### config.mk
export PLATFORM = sky130hd
export DESIGN_NAME = bin_bank_read_seq
export DESIGN_NICKNAME = d
export VERILOG_FILES = /design/src/rtl/bin_bank_read_seq.sv
export SDC_FILE = /design/constraint.sdc
export NUM_CORES = 1
export LEC_CHECK = 0
export BUFFER_PORTS_ARGS = -buffer_cell sky130_fd_sc_hd__clkbuf_2
export CELL_PAD_IN_SITES_DETAIL_PLACEMENT = 2
export CELL_PAD_IN_SITES_GLOBAL_PLACEMENT = 2
export CORE_MARGIN = 5
export CORE_UTILIZATION = 35
export DETAILED_ROUTE_END_ITERATION = 16
export PLACE_DENSITY_LB_ADDON = 0.1
export SLEW_MARGIN = 30
export SYNTH_ARGS = -nofsm -noshare
export SYNTH_HDL_FRONTEND = slang
export SYNTH_SLANG_ARGS = --single-unit
### constraint.sdc
create_clock -name clk -period 3.8 [get_ports clk]
set_input_delay 0.19 -clock clk [delete_from_list [all_inputs] [get_ports clk]]
set_output_delay 0.19 -clock clk [all_outputs]
set_load 0.01 [all_outputs]
### src/rtl/bin_bank_read_seq.sv
// Purpose : walk NUM banks with a one-hot read strobe, capture the reduced read
//           word one cycle later into a small FIFO, present it downstream.
// Latency : first strobe the cycle after the start edge; valid_o 2 cycles after it.
// Backpr. : strobes stall while FIFO count + reads in flight would reach FIFO_DEPTH.
//
// Ports:
//   clk, rst              clock (rising edge), asynchronous active-high reset
//   start_i/first_i/len_i start request, first bank, read count (sampled in IDLE only)
//   rd_o                  registered one-hot bank read strobe, 0 when not issuing
//   data_i                reducer output, valid the cycle after a strobe
//   data_o/valid_o/ready_i FIFO head word and valid/ready handshake
//   busy_o, done_o        not-idle flag, one-cycle end-of-sequence pulse
module bin_bank_read_seq #(
   parameter int NUM        = 8,
   parameter int WIDTH      = 5,
   parameter int IDX_W      = 3,
   parameter int CNT_W      = 4,
   parameter int FIFO_DEPTH = 4
) (
   input  logic             clk,
   input  logic             rst,
   input  logic             start_i,
   input  logic [IDX_W-1:0] first_i,
   input  logic [CNT_W-1:0] len_i,
   output logic [NUM-1:0]   rd_o,
   input  logic [WIDTH-1:0] data_i,
   output logic [WIDTH-1:0] data_o,
   output logic             valid_o,
   input  logic             ready_i,
   output logic             busy_o,
   output logic             done_o
);

   localparam int PW = (FIFO_DEPTH > 1) ? $clog2(FIFO_DEPTH) : 1;
   localparam int CW = $clog2(FIFO_DEPTH + 1);

   typedef enum logic [1:0] {IDLE, ISSUE, DRAIN, DONE} state_t;

   state_t           state;
   state_t           state_nxt;
   logic [IDX_W-1:0] ptr;          // bank of the next strobe to load
   logic [CNT_W-1:0] remain;       // reads whose strobe cycle has not yet ended
   logic             inflight;     // a read strobe ended last edge; data_i holds its word
   logic [NUM-1:0]   rd_q;
   logic [NUM-1:0]   rd_nxt;

   logic [WIDTH-1:0] mem [FIFO_DEPTH];
   logic [PW-1:0]    wr_ptr;
   logic [PW-1:0]    rd_ptr;
   logic [CW-1:0]    count;

   logic             rd_active;
   logic             push;
   logic             pop;
   logic [CW-1:0]    count_nxt;
   logic             credit_ok;
   logic [CNT_W-1:0] len_sat;
   logic [CNT_W-1:0] to_load;
   logic             load_first;
   logic             load_next;

   assign rd_active = |rd_q;
   assign push      = inflight;
   assign pop       = (count != '0) && ready_i;
   assign count_nxt = count + CW'(push) - CW'(pop);

   // rd_o is registered, so the credit decision is made on next-cycle occupancy:
   // the FIFO after this edge, plus the strobe now ending (in flight next cycle),
   // plus the strobe about to be loaded must fit in FIFO_DEPTH.
   assign credit_ok = ({1'b0, count_nxt} + (CW+1)'(rd_active)) < (CW+1)'(FIFO_DEPTH);

   assign len_sat    = (len_i > CNT_W'(NUM)) ? CNT_W'(NUM) : len_i;
   assign to_load    = remain - CNT_W'(rd_active);
   assign load_first = (state == IDLE) && start_i && (len_i != '0);
   assign load_next  = (state == ISSUE) && (to_load != '0) && credit_ok;

   // ---------------- FSM: state register ----------------
   always_ff @(posedge clk or posedge rst) begin
      if (rst) state <= IDLE;
      else     state <= state_nxt;
   end

   // ---------------- FSM: next state ----------------
   always_comb begin
      state_nxt = state;
      case (state)
         IDLE:  if (start_i) state_nxt = (len_i == '0) ? DONE : ISSUE;
         // Leave on the edge that ends the final strobe cycle.
         ISSUE: if (rd_active && (remain == CNT_W'(1))) state_nxt = DRAIN;
         DRAIN: if (!inflight && (count == '0)) state_nxt = DONE;
         DONE:  state_nxt = IDLE;
         default: state_nxt = IDLE;
      endcase
   end

   // ---------------- FSM: outputs ----------------
   always_comb begin
      busy_o = (state != IDLE);
      done_o = (state == DONE);
   end

   // ---------------- strobe generation ----------------
   always_comb begin
      rd_nxt = '0;
      if (load_first)     rd_nxt[first_i] = 1'b1;
      else if (load_next) rd_nxt[ptr]     = 1'b1;
   end

   always_ff @(posedge clk or posedge rst) begin
      if (rst) begin
         rd_q     <= '0;
         ptr      <= '0;
         remain   <= '0;
         inflight <= 1'b0;
      end else begin
         rd_q     <= rd_nxt;
         // A strobe this cycle means its word arrives next cycle; otherwise the
         // previous word is pushed now and nothing is left outstanding.
         inflight <= rd_active;
         if (load_first)     ptr <= first_i + IDX_W'(1);
         else if (load_next) ptr <= ptr + IDX_W'(1);   // NUM is 2**IDX_W: wraps naturally
         if (load_first)                         remain <= len_sat;
         else if ((state == ISSUE) && rd_active) remain <= remain - CNT_W'(1);
      end
   end

   assign rd_o = rd_q;

   // ---------------- output FIFO ----------------
   always_ff @(posedge clk or posedge rst) begin
      if (rst) begin
         for (int i = 0; i < FIFO_DEPTH; i++) mem[i] <= '0;
         wr_ptr <= '0;
         rd_ptr <= '0;
         count  <= '0;
      end else begin
         if (push) begin
            mem[wr_ptr] <= data_i;
            wr_ptr      <= (wr_ptr == PW'(FIFO_DEPTH - 1)) ? '0 : wr_ptr + PW'(1);
         end
         if (pop) rd_ptr <= (rd_ptr == PW'(FIFO_DEPTH - 1)) ? '0 : rd_ptr + PW'(1);
         count <= count_nxt;
      end
   end

   assign valid_o = (count != '0);
   assign data_o  = mem[rd_ptr];

endmodule

; ---- Word-level counts from Yosys, hierarchy flattened
; Cells that the tools add are included.
[word_totals]
ff_bits = 45
output_inout_bits = 16
wordCells = 88
[classes]
bitwise = 2
n_reduce_logical = 23
mux = 24
n_eq_ne = 9
addsub = 9
order_cmp = 9
[ops]
columns = op, n
row1 = $bwmux 20, 1
row2 = $mux 8, 2
row3 = $mux 5, 3
row4 = $mux 2, 6
row5 = $mux 4, 3
row6 = $logic_and 1x1->1, 11
row7 = $bmux 5 s2, 1
row8 = $demux 5 s2, 1
row9 = $eq 2x2->1 const B, 4
row10 = $lt 3x4->1 const B, 2
row11 = $pmux 2 s4, 1
row12 = $reduce_bool 4->1, 2
row13 = $reduce_or 8->1, 1
row14 = $add 3x1->3 const B, 2
row15 = $demux 1 s3, 2
row16 = $ge 3x1->1 const B, 2
row17 = $ge 3x3->1 const B, 2
row18 = $mux 3, 2
row19 = $not 2->3, 2
row20 = $reduce_bool 2->1, 3
row21 = $add 2x1->2 const B, 2
row22 = $add 3x1->4, 1
row23 = $eq 4x1->1 const B, 1
row24 = $gt 4x4->1 const B, 1
row25 = other kinds (16), 18

; ---- Longest topological paths before layout
; Gate-level depths: netlist of the first run.
[logic_depth]
word_depth = 8
ltp_mapped = 13
ltp_nobuf = 12

; ---- Least setup slack after synthesis of the first run
; No wires, ideal clock.
[synth_timing]
path_kind = flip-flop to flip-flop
from = reg count[1]
to = reg rd_q[5], in the netlist rd_o[5]
n_path_buf = 1
synth_period_minus_slack_ns = 3.052
slack_ns = 0.748
path_stages_with_launch = 14
t_arrival_ns = 2.951
path_cell_list = dfrtp_1 > or3_1 > nand2_1 > inv_1 > ha_1 > inv_1 > ha_1 > inv_1 > fa_1 > xor3_1 > a211o_1 > or2_1 > buf_6 > o32ai_1
[synth_via]
elab_chain_cells = 8
word_cells_on_any_way = 9
classes_between = 3 x add/sub / 1 x order compare / 2 x mux / 3 x reduce/logical
[synth_lines]
columns = element, line_no
row1 = "start, declared", 50  ; logic [CW-1:0] count;
row2 = "start signal, assigned", 142  ; count <= count_nxt;
row3 = $reduce_bool 3->1, n/a
row4 = via valid_o, 28  ; output logic valid_o,
row5 = $logic_and 1x1->1, 64  ; assign pop = (count != '0) && ready_i;
row6 = via pop, 54  ; logic pop;
row7 = $sub 3x1->3, 65  ; assign count_nxt = count + CW'(push) - CW'(pop);
row8 = via count_nxt[2], 55  ; logic [CW-1:0] count_nxt;
row9 = $add 3x1->4, 70  ; assign credit_ok = ({1'b0, count_nxt} + (CW+1)'(rd_active)) < (CW+1)'(FIFO_DEPTH);
row10 = $lt 4x3->1, 70
row11 = $logic_and 1x1->1, 75  ; assign load_next = (state == ISSUE) && (to_load != '0) && credit_ok;
row12 = $mux 8, 106  ; else if (load_next) rd_nxt[ptr] = 1'b1;
row13 = $mux 8, 105  ; if (load_first) rd_nxt[first_i] = 1'b1;
row14 = via rd_nxt[5], 45  ; logic [NUM-1:0] rd_nxt;
row15 = "end signal, assigned", 116  ; rd_q <= rd_nxt;
row16 = "end, declared", 44  ; logic [NUM-1:0] rd_q;
; The timed path passes the listed nets, and every way through them passes these cells.
; A chain may end at the register's enable or synchronous reset.

; ---- Final worst setup path of the first run
[layout_timing]
from = reg count[1]
to = reg rd_q[1], in the netlist rd_o[1]
[layout_via]
elab_chain_cells = 8
word_cells_on_any_way = 9
classes_between = 3 x add/sub / 1 x order compare / 2 x mux / 3 x reduce/logical
[layout_lines]
columns = element, line_no
row1 = $reduce_bool 3->1, 64
row2 = $logic_and 1x1->1, 64
row3 = via pop, 54
row4 = $sub 3x1->3, 65
row5 = via count_nxt[2], 55
row6 = $add 3x1->4, 70
row7 = $lt 4x3->1, 70
row8 = $logic_and 1x1->1, 75
row9 = $mux 8, 106
row10 = $mux 8, 105
row11 = via rd_nxt[1], 45
; The timed path passes the listed nets, and every way through them passes these cells.

==> flow_metrics.env, run 1 <==
export IMPL_status="finished clean"
export IMPL_synth_cell_types=41
export IMPL_fin_crit_sh_pct=88.9
export IMPL_synth_seq_area_share_pct=47.4
export IMPL_numCtsBuffers=5
export IMPL_cts_htree_levels=2
export IMPL_grt_usage_pct=14.8
export IMPL_die_area_um2=8530
export IMPL_peakVddDrop_v=0.000267
export IMPL_cts_root_buf="clkbuf_8"
export IMPL_gp_congestion=0.809
export IMPL_finalCriticalPeriod_ns=3.38
export IMPL_worst_r2r_cell_count=12
export IMPL_clock_sinks=45
export IMPL_slew_headroom_pct=61.1
export IMPL_synth_top_area_cell="dfrtp_1"
export IMPL_start_util_pct=35.5
export IMPL_hold_class="in2async"
export IMPL_netlist_area_um2=2370
export IMPL_tns_ns=0
export IMPL_nNetsFinal=265
export IMPL_powerDensity_nw_per_um2=869
export IMPL_setup_viol=0
export IMPL_synth_seq_cells=45
export IMPL_critPathCaptureType="flop"
export IMPL_routedWlPerCell_um=18.7
export IMPL_finalPower_mw=2.36
export IMPL_rsz0062_at_grt="no"
export IMPL_power_leakage_nw=1.30
export IMPL_clock_path_buffers=2
export IMPL_die_height_um=92.4
export IMPL_drt_wl_total_um=5840
export IMPL_drv_slew=0
export IMPL_grt_pass1_vias=1949
export IMPL_synth_edf_count=0
export IMPL_post_cts_buffers=0
export IMPL_power_frac_comb_pct=49.1
export IMPL_required_ns=3.98
export IMPL_diodes=0
export IMPL_ant_nets=0
export IMPL_fillerInstances=702
export IMPL_crit_start="count[1]"
export IMPL_holdBufCountCts=0
export IMPL_drive_gt1_share_pct=32.6
export IMPL_rows=30
export IMPL_drt_met1_wl_um=2260
export IMPL_async_reset_ff_share_pct=100
export IMPL_dpl_cell_count=305
export IMPL_post_route_drc_count=0
export IMPL_overflow=0
export IMPL_antenna_found_initial=0
export IMPL_dp_hpwl_um=4660
export IMPL_worstSetupPathType="reg2reg"
export IMPL_path_clk_slew_ns=0.10
export IMPL_num_vias=1647
export IMPL_p_sw_share_pct=39.5
export IMPL_drtIter0Drc=23
export IMPL_design_area_um2=2720
export IMPL_mostFrequentLayoutCell="dfrtp_1"
export IMPL_reg2reg_from="count[1]"
export IMPL_fin_cells=313
export IMPL_grt_start_max_net_pins=46
export IMPL_synth_top_area_share_pct=47.4
export IMPL_dr_pass1_iters=4
export IMPL_yosys_warnings=0
export IMPL_dieWidth_um=92.4
export IMPL_seqPwrFrac_pct=38.2
export IMPL_internal_power_mw=1.43
export IMPL_power_frac_clock_pct=12.8
export IMPL_crit_arrival_ns=3.56
export IMPL_syn_to_final_growth_pct=14.4
export IMPL_routed_top_layer="met4"
export IMPL_p_switching_mw=0.933
export IMPL_core_area_um2=6680
export IMPL_final_cell_mix="dfrtp_1, clkbuf_2, mux2_2"
export IMPL_max_freq_mhz=296
export IMPL_cts_resized=0
export IMPL_hold_viol=0
export IMPL_met2_length_um=3350
export IMPL_cts_tree="done"
export IMPL_synthFlopType="dfrtp_1"
export IMPL_syn_instance_count=196
export IMPL_synthTopCellsByArea="dfrtp_1, mux2_2, ha_1, mux4_2, inv_1"
export IMPL_rrSetupSlack_ns=0.42
export IMPL_port_buffers=31
export IMPL_synth_area_per_cell_um2=12.1
export IMPL_maxCapViolCount=0
export IMPL_multi_input_area_um2=1160
export IMPL_finalClockSkew_ns=0.0134
export IMPL_timing_rr_end="rd_o[1]"
export IMPL_critPathMaxFanout=8
export IMPL_io_pins=32
export IMPL_vias_per_cell=5.26
export IMPL_insertion_delay_ns=0.30
export IMPL_worstMarginPinSlew_ns=0.583
export IMPL_cp_start_kind="flop"
export IMPL_area_sequential_um2=1130
export IMPL_place_area_um2=2630
export IMPL_synth_nets=229
export IMPL_grt_pass1_wl_um=9920
export IMPL_met3_length_um=157
-- power groups by stage --
stage                     Sequential (mW)  Combinational [mW]  Clock (mW)
final                               0.900                1.16       0.302
after global routing                0.936                1.30       0.338
after CTS                           0.908                1.19       0.313
after detailed placement            0.919                1.18           0
after global placement              0.887                1.08           0
after floorplan                     0.832               0.896           0
-- worst max-delay path by stage --
stage                   end
finish              rd_o[1]
CTS                 rd_o[1]
global route        rd_o[1]
floorplan           rd_o[5]
detailed placement  rd_o[1]
global placement    rd_o[5]
-- worst max-delay path: stages, from the launching register on --
cell     delay (ns)
dfrtp_1        0.43
or3_1          0.43
nand2_1        0.16
inv_1          0.07
ha_1           0.28
inv_1          0.07
ha_1           0.14
inv_1          0.06
fa_1           0.39
xor3_1         0.23
a211o_1        0.36
or2_1          0.33
o32ai_1        0.34
-- sequential cells by signal (all words and copies together), names as in the netlist --
register and count:
rd_ptr 2, mem 20, remain 4, inflight 1, rd_o 8, count 3
wr_ptr 2, ptr 3, state 2
-- synth_stat cells, drive strengths merged (2+ instances only) --
cell type   n
mux4        5
nand3       2
a31oi       2
inv        17
a2bb2oi     2
o211ai      2
xor2        2
o21a        3
a21o        3
o32ai       6
or3         2
or2         5
or4         5
clkbuf      4
nand3b      2
dfrtp      45
ha         16
nand2      17
mux2       22
nand2b      2
nor3        3
o21ai       4
mux2i       3
o22a        2
nor2        5
o22ai       2
-- routing by layer --
| metal | GRT usage (%) | vias up |
|---|---|---|
| met1 | 15.9 | 842 |
| met3 | 2.68 | 8 |
| met2 | 29.1 | 22 |
| met5 | 0 | - |
| met4 | 3.96 | 0 |
| li1 | - | 775 |
-- metrics by stage --
step / utilization [%] / hold slack (ns) / worst slack [ns]
2_1_floorplan: - / 0.320 / 0.748
3_3_place_gp: 39.3 / 0.344 / 0.705
3_5_place_dp: 39.3 / 0.363 / 0.395
4_1_cts: 40.6 / 0.0308 / 0.370
5_1_grt: 40.6 / 0.0746 / 0.186
6_report: 40.6 / 0.00104 / 0.422
-- cells by family after synthesis --
family	synth area share (%)
AND/OR/NAND/NOR	10.6
flip-flops	47.4
XOR/XNOR	2.11
multiplexers	16.4
buffers and inverters	3.80
adder cells (fa/ha/maj)	9.28
AO/OA/AOI/OAI	10.3
-- area by class of cell --
class / instances / area share [%]
clock inverter: 3 / 0.783
multi-input combinational: 129 / 42.6
timing repair buffer: 34 / 6.54
clock buffer: 5 / 2.53
tap: 80 / 3.69
inverter: 17 / 2.35
sequential: 45 / 41.5
Power figures use the tool's default switching activity.
==> run 2: changes to the inputs <==
- BUFFER_PORTS_ARGS: -buffer_cell sky130_fd_sc_hd__clkbuf_2 -> not set
- DONT_BUFFER_PORTS: not set -> 1
==> run 2 against run 1 <==
Net effect: non-clock buffer count decreased by 32; sequential cell count unchanged; core utilization decreased by 2.4 points; clock power about the same; sequential power increased by 2%; critical path depth unchanged; register-to-register slack got worse by 0.08 ns; clock-buffer cell count increased by 1; via count decreased by 5.8%; largest cell class unchanged.
==> flow_metrics.env, run 2 (synthesized netlist as in run 1, its figures left out) <==
export IMPL_largest_register="mem"
export IMPL_core_area_um2=6680
export IMPL_cp_start_kind="flop"
export IMPL_insertion_delay_ns=0.29
export IMPL_slew_headroom_pct=44.9
export IMPL_critPathCaptureType="flop"
export IMPL_mostFrequentLayoutCell="dfrtp_1"
export IMPL_status="finished clean"
export IMPL_die_height_um=92.4
export IMPL_worstMarginPinSlew_ns=0.819
export IMPL_power_frac_comb_pct=46.3
export IMPL_ant_nets=0
export IMPL_cts_root_buf="clkbuf_8"
export IMPL_numCtsBuffers=5
export IMPL_drt_wl_total_um=5560
export IMPL_fin_crit_sh_pct=91.0
export IMPL_power_leakage_nw=1.16
export IMPL_tns_ns=0
export IMPL_antenna_found_initial=0
export IMPL_setup_viol=0
export IMPL_crit_arrival_ns=3.63
export IMPL_syn_to_final_growth_pct=7.64
export IMPL_grt_usage_pct=13.9
export IMPL_rsz0062_at_grt="no"
export IMPL_post_route_drc_count=0
export IMPL_power_frac_clock_pct=13.4
export IMPL_internal_power_mw=1.38
export IMPL_finalWorstSetupSlack_ns=0.344
export IMPL_finalCriticalPeriod_ns=3.46
export IMPL_maxCapViolCount=0
export IMPL_max_freq_mhz=289
export IMPL_p_sw_share_pct=39.2
export IMPL_dp_hpwl_um=4400
export IMPL_overflow=0
export IMPL_hold_class="in2reg"
export IMPL_powerDensity_nw_per_um2=887
export IMPL_dr_pass1_iters=4
export IMPL_io_pins=32
export IMPL_hold_viol=0
export IMPL_grt_pass1_vias=1836
export IMPL_routedWlPerCell_um=19.9
export IMPL_rows=30
export IMPL_cts_tree="done"
export IMPL_grt_pass1_wl_um=9380
export IMPL_p_switching_mw=0.888
export IMPL_required_ns=3.97
export IMPL_finalClockSkew_ns=0.00608
export IMPL_clock_sinks=45
export IMPL_nNetsFinal=233
export IMPL_die_area_um2=8530
export IMPL_final_cell_mix="dfrtp_1, mux2_2, inv_1, nand2_1, ha_1"
export IMPL_clock_path_buffers=2
export IMPL_vias_per_cell=5.54
export IMPL_peakVddDrop_v=0.000288
export IMPL_path_clk_slew_ns=0.09
export IMPL_cts_htree_levels=2
export IMPL_post_cts_buffers=0
export IMPL_seqPwrFrac_pct=40.3
export IMPL_drtIter0Drc=12
export IMPL_gp_congestion=0.805
export IMPL_port_buffers=0
export IMPL_start_util_pct=35.5
export IMPL_dieWidth_um=92.4
export IMPL_num_vias=1551
export IMPL_grt_start_max_net_pins=35
export IMPL_drive_gt1_share_pct=21.0
export IMPL_drv_slew=0
export IMPL_critPathMaxFanout=8
export IMPL_largest_register_ff_count=20
export IMPL_diodes=0
export IMPL_pre_cts_ws_ns=0.313
export IMPL_worstSetupPathType="reg2reg"
[run 2: worst max-delay path, stage by stage (launching register included)]
cell and delay (ns):
dfrtp_1 0.42, or3_1 0.49, nand2_1 0.18, inv_1 0.06, ha_1 0.27, inv_1 0.06
ha_1 0.14, inv_1 0.05, fa_1 0.38, xor3_1 0.21, a211o_1 0.35, or2_1 0.34
o32ai_1 0.37
[run 2: stage by stage]
step           hold slack (ns)  utilization [%]  power, mW  area [µm²]  std cells
3_3_place_gp            0.0989             36.7       1.89        2450        272
2_1_floorplan            0.320                -       1.73        2370        196
3_5_place_dp             0.105             36.7       2.00        2450        272
6_report                0.0287             38.2       2.27        2550        280
4_1_cts                 0.0301             38.2       2.31        2550        280
5_1_grt                 0.0278             38.2       2.46        2550        280
[run 2: final timing paths]
| check | startpoint | end | slack [ns] | depth (start not counted) |
|---|---|---|---|---|
| setup / recovery | count[1] | rd_o[3] | 0.34 | 12 |
| hold / removal | len_i[0] | remain[0] | 0.03 | 2 |
| setup reg to reg | count[1] | rd_o[3] | 0.34 | 12 |
| hold reg to reg | mem[10] | mem[10] | 0.51 | 1 |
| max in group asynchronous | rst | mem[14] | 2.66 | 3 |
| min in group asynchronous | rst | rd_o[3] | 0.34 | 2 |
[run 2: layer usage]
| metal | track usage (%) | share of wire (%) | vias to the layer above |
|---|---|---|---|
| met5 | 0 | 0 | - |
| met4 | 4.21 | 2.0 | 0 |
| met3 | 3.41 | 3.9 | 9 |
| met2 | 26.0 | 54 | 28 |
| met1 | 15.3 | 40 | 807 |
| li1 | - | - | 707 |
[run 2: area by class of cell]
| type | instances | area [µm²] |
|---|---|---|
| well taps | 80 | 100 |
| multi-input cells | 129 | 1160 |
| inverters | 17 | 63.8 |
| clock buffers | 6 | 82.6 |
| clock inverters | 1 | 7.51 |
| fillers | 698 | 4130 |
| repair buffers | 2 | 17.5 |
| flip-flops and latches | 45 | 1130 |
[run 2: power by group through the flow]
stage,combinational [mW],sequential [mW],clock (mW)
after detailed placement,1.07,0.931,0
after CTS,1.08,0.921,0.314
final,1.05,0.914,0.303
after global routing,1.18,0.951,0.333
after floorplan,0.896,0.832,0
after global placement,0.986,0.900,0
[run 2: timing repair]
| item | 4_1_cts | 5_1_grt |
|---|---|---|
| hold endpoints to repair | 11 | 0 |
| gates resized for setup | 0 | 0 |
| hold buffers | 1 | 0 |
==> run 3: changes to the inputs <==
- CELL_PAD_IN_SITES_DETAIL_PLACEMENT: 2 -> 1
- CELL_PAD_IN_SITES_GLOBAL_PLACEMENT: 2 -> 1
==> run 3 against run 2 <==
Net effect: critical path depth unchanged; clock power grew 6%; global-route usage decreased by 1.5 points; non-clock buffer count unchanged; sequential share of layout area fell by 0.19 points; first-iteration DRC count up 92%; power decreased by 1.5%; wire length shrank 12%; critical endpoint is now rd_o[5].
==> flow_metrics.env, run 3 (synthesized netlist as in run 1, its figures left out) <==
export IMPL_status="finished clean"
export IMPL_rrSetupSlack_ns=0.50
export IMPL_rsz0062_at_grt="no"
export IMPL_worst_r2r_cell_count=12
export IMPL_worstMarginPinSlew_ns=0.766
export IMPL_mostFrequentLayoutCell="dfrtp_1"
export IMPL_gp_congestion=0.739
export IMPL_required_ns=3.99
export IMPL_path_buf_inv=3
export IMPL_worst_path_max_delay_cell="or3_1"
export IMPL_crit_arrival_ns=3.48
export IMPL_min_path_cells=2
export IMPL_routedWlPerCell_um=17.4
export IMPL_hold_class="in2reg"
export IMPL_cp_slowest_stage_delay_ns=0.48
export IMPL_syn_to_final_growth_pct=8.12
export IMPL_rows=30
export IMPL_critPathCaptureType="flop"
export IMPL_finalClockSkew_ns=0.00394
export IMPL_maxCapViolCount=0
export IMPL_fin_cells=281
export IMPL_dr_pass1_iters=4
export IMPL_crit_start="count[1]"
export IMPL_power_leakage_nw=1.17
export IMPL_grt_pass1_vias=1721
export IMPL_max_freq_mhz=303
export IMPL_fin_crit_sh_pct=86.7
export IMPL_die_height_um=92.4
export IMPL_cts_tree="done"
export IMPL_port_buffers=0
export IMPL_start_util_pct=35.5
export IMPL_finalPower_mw=2.23
export IMPL_hold_viol=0
export IMPL_drt_wl_total_um=4880
export IMPL_overflow=0
export IMPL_tns_ns=0
export IMPL_pre_cts_ws_ns=0.474
export IMPL_post_route_drc_count=0
export IMPL_grt_pass1_wl_um=8330
export IMPL_largest_register="mem"
export IMPL_num_vias=1514
export IMPL_cts_root_buf="clkbuf_8"
export IMPL_timing_critical_path_cells="or3_1 > nand2_1 > inv_1 > ha_1 > inv_1 > ha_1 > inv_1 > fa_1 > xor3_1 > a211o_1 > or2_1 > o32ai_1"
export IMPL_final_cell_mix="dfrtp_1, mux2_2, inv_1, nand2_1, ha_1"
export IMPL_drv_slew=0
export IMPL_fillerInstances=746
export IMPL_diodes=0
export IMPL_drtIter0Drc=23
export IMPL_hp_start="len_i[0]"
export IMPL_cts_resized=0
export IMPL_dp_hpwl_um=3770
export IMPL_setup_viol=0
export IMPL_nNetsFinal=233
export IMPL_path_clk_slew_ns=0.08
export IMPL_largest_register_ff_count=20
export IMPL_clock_sinks=45
export IMPL_finalWorstSetupSlack_ns=0.504
export IMPL_peakVddDrop_v=0.000226
export IMPL_powerDensity_nw_per_um2=870
export IMPL_clock_path_buffers=2
export IMPL_slew_headroom_pct=48.4
export IMPL_cts_htree_levels=2
export IMPL_dieWidth_um=92.4
export IMPL_vias_per_cell=5.39
export IMPL_worstSetupPathType="reg2reg"
export IMPL_io_pins=32
export IMPL_reg2reg_from="count[1]"
export IMPL_antenna_found_initial=0
export IMPL_critPathMaxFanout=8
export IMPL_cp_common_cell="inv_1"
export IMPL_crit_cells=12
export IMPL_dpl_cell_count=272
export IMPL_grt_usage_pct=12.3
export IMPL_die_area_um2=8530
export IMPL_numCtsBuffers=5
export IMPL_core_area_um2=6680
export IMPL_cp_start_kind="flop"
export IMPL_finalCriticalPeriod_ns=3.30
export IMPL_cp_top_family="simple AND/OR/NAND/NOR gates"
export IMPL_drive_gt1_share_pct=21.4
export IMPL_ant_nets=0
export IMPL_grt_start_max_net_pins=46
export IMPL_insertion_delay_ns=0.29
-- run 3: changes by cell type in the layout (fill, tap and decap cells not counted) --
cell | previous run | this run
clkbuf_8 | 6 | 7
clkinvlp_4 | 1 | 0
clkinv_2 | 0 | 1
-- run 3: stage by stage --
| stage | util, % | hold WS, ns | cell area [µm²] |
|---|---|---|---|
| floorplan | - | 0.320 | 2370 |
| global placement | 36.7 | 0.256 | 2450 |
| detailed placement | 36.7 | 0.275 | 2450 |
| CTS | 38.4 | 0.0193 | 2570 |
| global route | 38.4 | 0.0208 | 2570 |
| finish | 38.4 | 0.0299 | 2570 |
-- run 3: path summary, 6_finish.rpt --
path,to
worst max-delay path,rd_o[5]
worst min-delay path,remain[0]
worst max register to register,rd_o[5]
worst min register to register,mem[12]
max in group asynchronous,state[1]
min in group asynchronous,mem[2]
-- run 3: power breakdown --
group	internal, mW	total [mW]	leakage (nW)	switching (mW)
Sequential	0.701	0.905	0.547	0.204
Clock	0.164	0.322	0.0542	0.158
Combinational	0.525	1.01	0.568	0.481
-- run 3: what timing repair did --
item / 4_1_cts / 5_1_grt
hold endpoints to repair: 45 / 0
setup buffers: 0 / 0
hold buffers: 1 / 0
-- run 3: layout make-up --
| cell class | count | area, µm² | area share (%) |
|---|---|---|---|
| Clock inverter | 1 | 5.00 | 0.195 |
| Inverter | 17 | 63.8 | 2.49 |
| Tap cell | 80 | 100 | 3.90 |
| Sequential cell | 45 | 1130 | 43.9 |
| Multi-Input combinational cell | 129 | 1160 | 45.1 |
| Timing Repair Buffer | 2 | 17.5 | 0.683 |
| Clock buffer | 7 | 96.3 | 3.75 |
-- run 3: layer usage --
metal | vias up | track usage (%) | wire length [µm]
met5 | - | 0 | 0
met4 | 0 | 5.32 | 101
met3 | 9 | 3.17 | 200
met2 | 28 | 21.8 | 2530
met1 | 765 | 14.1 | 2040
li1 | 712 | - | -
